===== src/rtl/hazard_scoreboard.sv =====
// ============================================================================
// hazard_scoreboard : D-stage stall / bypass controller for a 5-stage MIPS pipe
// Tracks in-flight writers in E/M/W by Tuse/Tnew and drives stall + fwd selects.
// Revision: 1.0
// ============================================================================
`default_nettype none

module hazard_scoreboard #(
   parameter int RA_W  = 5,
   parameter int CNT_W = 16
) (
   input  logic              clk,
   input  logic              rst_n,
   input  logic              hold,
   input  logic              d_valid,
   input  logic [RA_W-1:0]   d_rs,
   input  logic [RA_W-1:0]   d_rt,
   input  logic [1:0]        d_tuse_rs,
   input  logic [1:0]        d_tuse_rt,
   input  logic              d_we,
   input  logic [RA_W-1:0]   d_dst,
   input  logic [1:0]        d_tnew,
   output logic              stall,
   output logic [1:0]        fwd_d_rs_sel,
   output logic [1:0]        fwd_d_rt_sel,
   output logic [1:0]        fwd_e_rs_sel,
   output logic [1:0]        fwd_e_rt_sel,
   output logic [CNT_W-1:0]  stall_cnt
);

   localparam logic [1:0] C_TUSE_NONE = 2'd3;

   logic              e_v_q, e_v_d, m_v_q, m_v_d, w_v_q, w_v_d;
   logic [RA_W-1:0]   e_dst_q, e_dst_d, m_dst_q, m_dst_d, w_dst_q, w_dst_d;
   logic [1:0]        e_tnew_q, e_tnew_d, m_tnew_q, m_tnew_d, w_tnew_q, w_tnew_d;
   logic [RA_W-1:0]   e_rs_q, e_rs_d, e_rt_q, e_rt_d;
   logic [CNT_W-1:0]  cnt_q, cnt_d;

   logic              e_wr, m_wr, w_wr;
   logic [RA_W-1:0]   d_addr [2];
   logic [1:0]        d_tuse [2];
   logic [RA_W-1:0]   e_addr [2];
   logic [1:0]        d_sel  [2];
   logic [1:0]        e_sel  [2];
   logic              stall_c;

   function automatic logic [1:0] sat_dec(input logic [1:0] t);
      return (t == 2'd0) ? 2'd0 : t - 2'd1;
   endfunction

   // Register 0 is hard-wired, so a record targeting it never produces a value.
   assign e_wr = e_v_q && (e_dst_q != '0);
   assign m_wr = m_v_q && (m_dst_q != '0);
   assign w_wr = w_v_q && (w_dst_q != '0);

   assign d_addr[0] = d_rs;
   assign d_addr[1] = d_rt;
   assign d_tuse[0] = d_tuse_rs;
   assign d_tuse[1] = d_tuse_rt;
   assign e_addr[0] = e_rs_q;
   assign e_addr[1] = e_rt_q;

   // The nearest matching writer decides: if it is not ready yet it masks older ones.
   always_comb begin
      stall_c = 1'b0;
      for (int s = 0; s < 2; s++) begin
         d_sel[s] = 2'd0;
         e_sel[s] = 2'd0;
         if (d_addr[s] != '0) begin
            if (e_wr && (e_dst_q == d_addr[s]))
               d_sel[s] = (e_tnew_q == 2'd0) ? 2'd3 : 2'd0;
            else if (m_wr && (m_dst_q == d_addr[s]))
               d_sel[s] = (m_tnew_q == 2'd0) ? 2'd2 : 2'd0;
            else if (w_wr && (w_dst_q == d_addr[s]))
               d_sel[s] = (w_tnew_q == 2'd0) ? 2'd1 : 2'd0;
            if (d_valid && (d_tuse[s] != C_TUSE_NONE)) begin
               if (e_wr && (e_dst_q == d_addr[s]) && (e_tnew_q > d_tuse[s])) stall_c = 1'b1;
               if (m_wr && (m_dst_q == d_addr[s]) && (m_tnew_q > d_tuse[s])) stall_c = 1'b1;
            end
         end
         if (e_addr[s] != '0) begin
            if (m_wr && (m_dst_q == e_addr[s]))
               e_sel[s] = (m_tnew_q == 2'd0) ? 2'd2 : 2'd0;
            else if (w_wr && (w_dst_q == e_addr[s]))
               e_sel[s] = (w_tnew_q == 2'd0) ? 2'd1 : 2'd0;
         end
      end
   end

   assign stall        = stall_c;
   assign fwd_d_rs_sel = d_sel[0];
   assign fwd_d_rt_sel = d_sel[1];
   assign fwd_e_rs_sel = e_sel[0];
   assign fwd_e_rt_sel = e_sel[1];
   assign stall_cnt    = cnt_q;

   // Tnew keeps counting down into W so a load is ready by the time it retires.
   always_comb begin
      w_v_d    = m_v_q;
      w_dst_d  = m_dst_q;
      w_tnew_d = sat_dec(m_tnew_q);
      m_v_d    = e_v_q;
      m_dst_d  = e_dst_q;
      m_tnew_d = sat_dec(e_tnew_q);
      if (stall_c) begin
         e_v_d    = 1'b0;
         e_dst_d  = '0;
         e_tnew_d = 2'd0;
         e_rs_d   = '0;
         e_rt_d   = '0;
      end else begin
         e_v_d    = d_valid & d_we;
         e_dst_d  = d_dst;
         e_tnew_d = d_tnew;
         e_rs_d   = d_rs;
         e_rt_d   = d_rt;
      end
      cnt_d = cnt_q;
      if (stall_c && (cnt_q != {CNT_W{1'b1}}))
         cnt_d = cnt_q + 1'b1;
   end

   always_ff @(posedge clk or negedge rst_n) begin
      if (!rst_n) begin
         e_v_q    <= 1'b0;
         e_dst_q  <= '0;
         e_tnew_q <= 2'd0;
         e_rs_q   <= '0;
         e_rt_q   <= '0;
         m_v_q    <= 1'b0;
         m_dst_q  <= '0;
         m_tnew_q <= 2'd0;
         w_v_q    <= 1'b0;
         w_dst_q  <= '0;
         w_tnew_q <= 2'd0;
         cnt_q    <= '0;
      end else if (!hold) begin
         e_v_q    <= e_v_d;
         e_dst_q  <= e_dst_d;
         e_tnew_q <= e_tnew_d;
         e_rs_q   <= e_rs_d;
         e_rt_q   <= e_rt_d;
         m_v_q    <= m_v_d;
         m_dst_q  <= m_dst_d;
         m_tnew_q <= m_tnew_d;
         w_v_q    <= w_v_d;
         w_dst_q  <= w_dst_d;
         w_tnew_q <= w_tnew_d;
         cnt_q    <= cnt_d;
      end
   end

endmodule

`default_nettype wire


===== config.mk =====
export PLATFORM = sky130hd
export DESIGN_NAME = hazard_scoreboard
export DESIGN_NICKNAME = d
export VERILOG_FILES = /design/src/rtl/hazard_scoreboard.sv
export SDC_FILE = /design/constraint.sdc
export NUM_CORES = 1
export LEC_CHECK = 0
export BUFFER_PORTS_ARGS = -buffer_cell sky130_fd_sc_hd__buf_2
export CAP_MARGIN = 20
export CORE_MARGIN = 2
export CORE_UTILIZATION = 57
export CTS_CLUSTER_DIAMETER = 150
export DETAILED_ROUTE_END_ITERATION = 8
export HOLD_SLACK_MARGIN = 0.02
export PLACE_DENSITY_LB_ADDON = 0.1
export SLEW_MARGIN = 20
export SYNTH_ARGS = -nofsm -noshare
export SYNTH_HDL_FRONTEND = slang
export SYNTH_SLANG_ARGS = --single-unit

===== constraint.sdc =====
create_clock -name clk -period 3.5 [get_ports clk]
set_input_delay 0.7 -clock clk [delete_from_list [all_inputs] [get_ports clk]]
set_output_delay 0.7 -clock clk [all_outputs]
set_load 0.005 [all_outputs]

==> out/metrics.csv <==
stage;metric;value;unit
sta;min_period_over_period;0.942;
clock_tree;clk_pin_slew;0.09;ns
grt;grt_max_degree;35;
worst_setup_path;slowest_stage;or4_1;
worst_setup_path;required;2.80;ns
clock_tree;clk_latency;0.31;ns
worst_setup_path;path_common_cell;nor4_1;
layout;num_antenna_cells;0;
pwr;switching_share;0.277;
worst_setup_path;critPathMaxStageDelay;0.56;ns
clock_tree;cts_root_buffer;clkbuf_8;
drt;route.detailed.drc;0;
logic_synthesis;synthDistinctLibCells;36;
drt;first_pass_iters;4;
clock_tree;cts_tree;yes;
logic_synthesis;async_flop_share;1.00;
floorplan;die_h;77.6;µm
worst_setup_path;r2r_start;e_dst_q[1];
drt;via_count;2394;
floorplan;ios;51;
worst_setup_path;reg2regPathDepth;8;
worst_setup_path;worst_r2r_endpoint;stall_cnt[1];
pwr;power_switching;0.405;mW
layout;layout-drive-gt1-share;0.220;
logic_synthesis;synth-main-ff-cell;dfrtp_1;
pwr;p_seq_frac;0.490;
sta;hold_viol_final;0;
clock_tree;clockBufferDepth;2;
worst_setup_path;path_class;flop to output port;
worst_setup_path;path_buf_inv;1;
grt;grt_pass1_vias;2368;
layout;fill_cells;455;
clock_tree;cts_made_buffers;5;
grt;antenna_found_initial;0;
worst_setup_path;cp-start-kind;flop;
clock_tree;cts_setup_buffers;0;
worst_setup_path;cp_top_family;simple AND/OR/NAND/NOR gates;
logic_synthesis;netlist_instances;330;
sta;finalSetupTns;0;ns
pwr;peakVddDrop;0.235;mV
worst_setup_path;path_cells;or4_1 > o21ai_1 > nor4_1 > nor4_1 > mux2_2 > buf_2;
floorplan;start_util;0.597;
logic_synthesis;synth_edf_count;0;
pwr;p_comb_frac;0.173;
sta;setup_viol;0;
clock_tree;cts_hold_buf;0;
logic_synthesis;syn_area;0.00309;mm²
sta;slew-limit-headroom;0.523;
layout;nets;403;
logic_synthesis;ys_seq_elements;50;
worst_setup_path;end_kind;output port;
placed_design;io_buffers;50;
clock_tree;htree_levels;2;
worst_setup_path;rrSetupSlack;0.60;ns
logic_synthesis;yosys_warnings;0;
pwr;powerDensity;418;mW/mm²
floorplan;rows;26;
clock_tree;post_cts_resize_count;0;
clock_tree;cts_sinks;50;
sta;report.final.slew_viol_count;0;
min_path;min_path_type;input pin to async pin;
sta;worst-slew-pin-transition;0.715;ns
drt;drtIter0Drc;143;
sta;finalCriticalPeriod;3.30;ns
logic_synthesis;synth_fp_nets;365;
floorplan;die_x;77.6;µm
sta;grt_setup_unrepaired;false;
pwr;power.internal;1.06;mW
grt;grtUsageTotal;0.245;
pwr;power.leakage;1.67;nW
logic_synthesis;seq_area_frac_synth;0.405;
grt;grt_pass1_wl;11700;µm
sta;finClkSkew;0.00914;ns
grt;grt-ovfl-total;0;
outcome;outcome;finished clean;
placed_design;place_congestion;0.868;
floorplan;core;0.00517;mm²
pwr;total_power;1.46;mW
layout;syn_to_final_growth;13.3;%
drt;wl_per_cell;15.6;µm
logic_synthesis;syn_avg_cell_area;9.36;µm²
pwr;clkPwrFrac;0.337;
worst_setup_path;crit_fanout;7;
worst_setup_path;cp.arrival;2.60;ns
drt;routed_wl;6860;µm
job;maxCapViolations;0;
drt;antenna_left;0;
placed_design;hpwl;5170;µm
floorplan;die_area;0.00602;mm²
drt;viasPerCell;5.45;
sta;max_freq;303;MHz
-- sequential cells by signal, indices dropped and copies added, names as in the netlist, 2 cells and up --
signal / flops
e_rs_q: 5
w_dst_q: 5
e_rt_q: 5
m_dst_q: 5
e_dst_q: 5
e_tnew_q: 2
m_tnew_q: 2
w_tnew_q: 2
stall_cnt: 16
-- synth_stat cells, types with 2 or more instances --
library cell | n | area, µm²
nand2_1 | 53 | 199
dfrtp_1 | 50 | 1250
xor2_1 | 35 | 307
xnor2_1 | 29 | 254
o21ai_1 | 22 | 110
clkbuf_1 | 18 | 67.6
mux2_2 | 14 | 158
nand3_1 | 13 | 65.1
nor2_1 | 12 | 45.0
nor4_1 | 10 | 62.6
ha_1 | 9 | 113
or4_1 | 9 | 67.6
inv_1 | 8 | 30.0
and3_1 | 7 | 43.8
nand4_1 | 7 | 43.8
a21oi_1 | 4 | 20.0
o211ai_1 | 3 | 22.5
or3_1 | 3 | 18.8
a211oi_1 | 2 | 15.0
buf_2 | 2 | 10.0
mux2_1 | 2 | 22.5
o21ai_0 | 2 | 10.0
o31ai_1 | 2 | 15.0
or4_4 | 2 | 22.5
-- area by class of cell --
| cell class | instances | area, µm² | share of cell area |
|---|---|---|---|
| timing repair buffer | 53 | 273 | 0.0780 |
| clock buffer | 6 | 82.6 | 0.0236 |
| multi-input combinational | 249 | 1710 | 0.489 |
| clock inverter | 2 | 60.1 | 0.0172 |
| tap | 70 | 87.6 | 0.0250 |
| sequential | 50 | 1250 | 0.358 |
| inverter | 9 | 33.8 | 0.00966 |
-- power by group through the flow --
stage | Clock (mW) | Combinational, mW | Sequential, mW
2_1_floorplan | 0 | 0.226 | 0.667
3_3_place_gp | 0 | 0.247 | 0.727
3_5_place_dp | 0 | 0.253 | 0.727
4_1_cts | 0.503 | 0.254 | 0.715
5_1_grt | 0.524 | 0.289 | 0.724
6_report | 0.493 | 0.253 | 0.716
-- per-stage QoR --
step | setup slack (ns) | hold slack, ns | cell area, µm² | util | cells
detailed placement | 0.245 | 0.472 | 3360 | 0.649 | 431
finish | 0.204 | 0.438 | 3500 | 0.676 | 439
global route | 0.113 | 0.494 | 3500 | 0.676 | 439
global placement | 0.309 | 0.466 | 3360 | 0.649 | 431
CTS | 0.231 | 0.463 | 3500 | 0.676 | 439
floorplan | 0.449 | 0.404 | 3090 | - | 330
-- placed cells by master, fill, tap and decap left out, drive strengths merged, types with 2 or more instances in the layout --
cell,instances
or4,11
a211oi,2
a21oi,4
xnor2,29
inv,9
or3,3
mux2,16
o31ai,2
buf,53
xor2,35
nand2,53
nand4,7
o211ai,3
clkbuf,6
and3,7
nor3,2
dfrtp,50
nor4,11
bufinv,2
nor2,12
o21ai,24
ha,9
nand3,13
-- routing by layer --
layer,share of wire,vias up,wire (µm),track usage
li1,-,1212,-,-
met1,0.50,1130,3430,0.376
met2,0.44,47,3030,0.357
met3,0.048,5,327,0.0326
met4,0.010,0,71,0.0821
met5,0,-,0,0
-- worst max-delay path by stage --
stage	cells past startpoint	slack, ns	to	startpoint
4_1_cts	8	0.23	stall	d_rs[1]
6_report	6	0.20	fwd_d_rs_sel[0]	m_dst_q[1]
5_1_grt	6	0.11	fwd_d_rs_sel[0]	m_dst_q[1]
2_1_floorplan	8	0.45	stall	d_rt[0]
3_5_place_dp	8	0.25	stall	d_rs[1]
3_3_place_gp	8	0.31	stall	d_rs[1]
-- logic make-up after synthesis --
logic type / count (synthesis) / synth area share
AND/OR/NAND/NOR: 123 / 0.207
XOR/XNOR: 64 / 0.182
flip-flops: 50 / 0.405
AO/OA/AOI/OAI: 37 / 0.0709
buffers and inverters: 31 / 0.0409
multiplexers: 16 / 0.0583
adder cells (fa/ha/maj): 9 / 0.0365
Note: power is estimated with default switching activity, not from simulation.
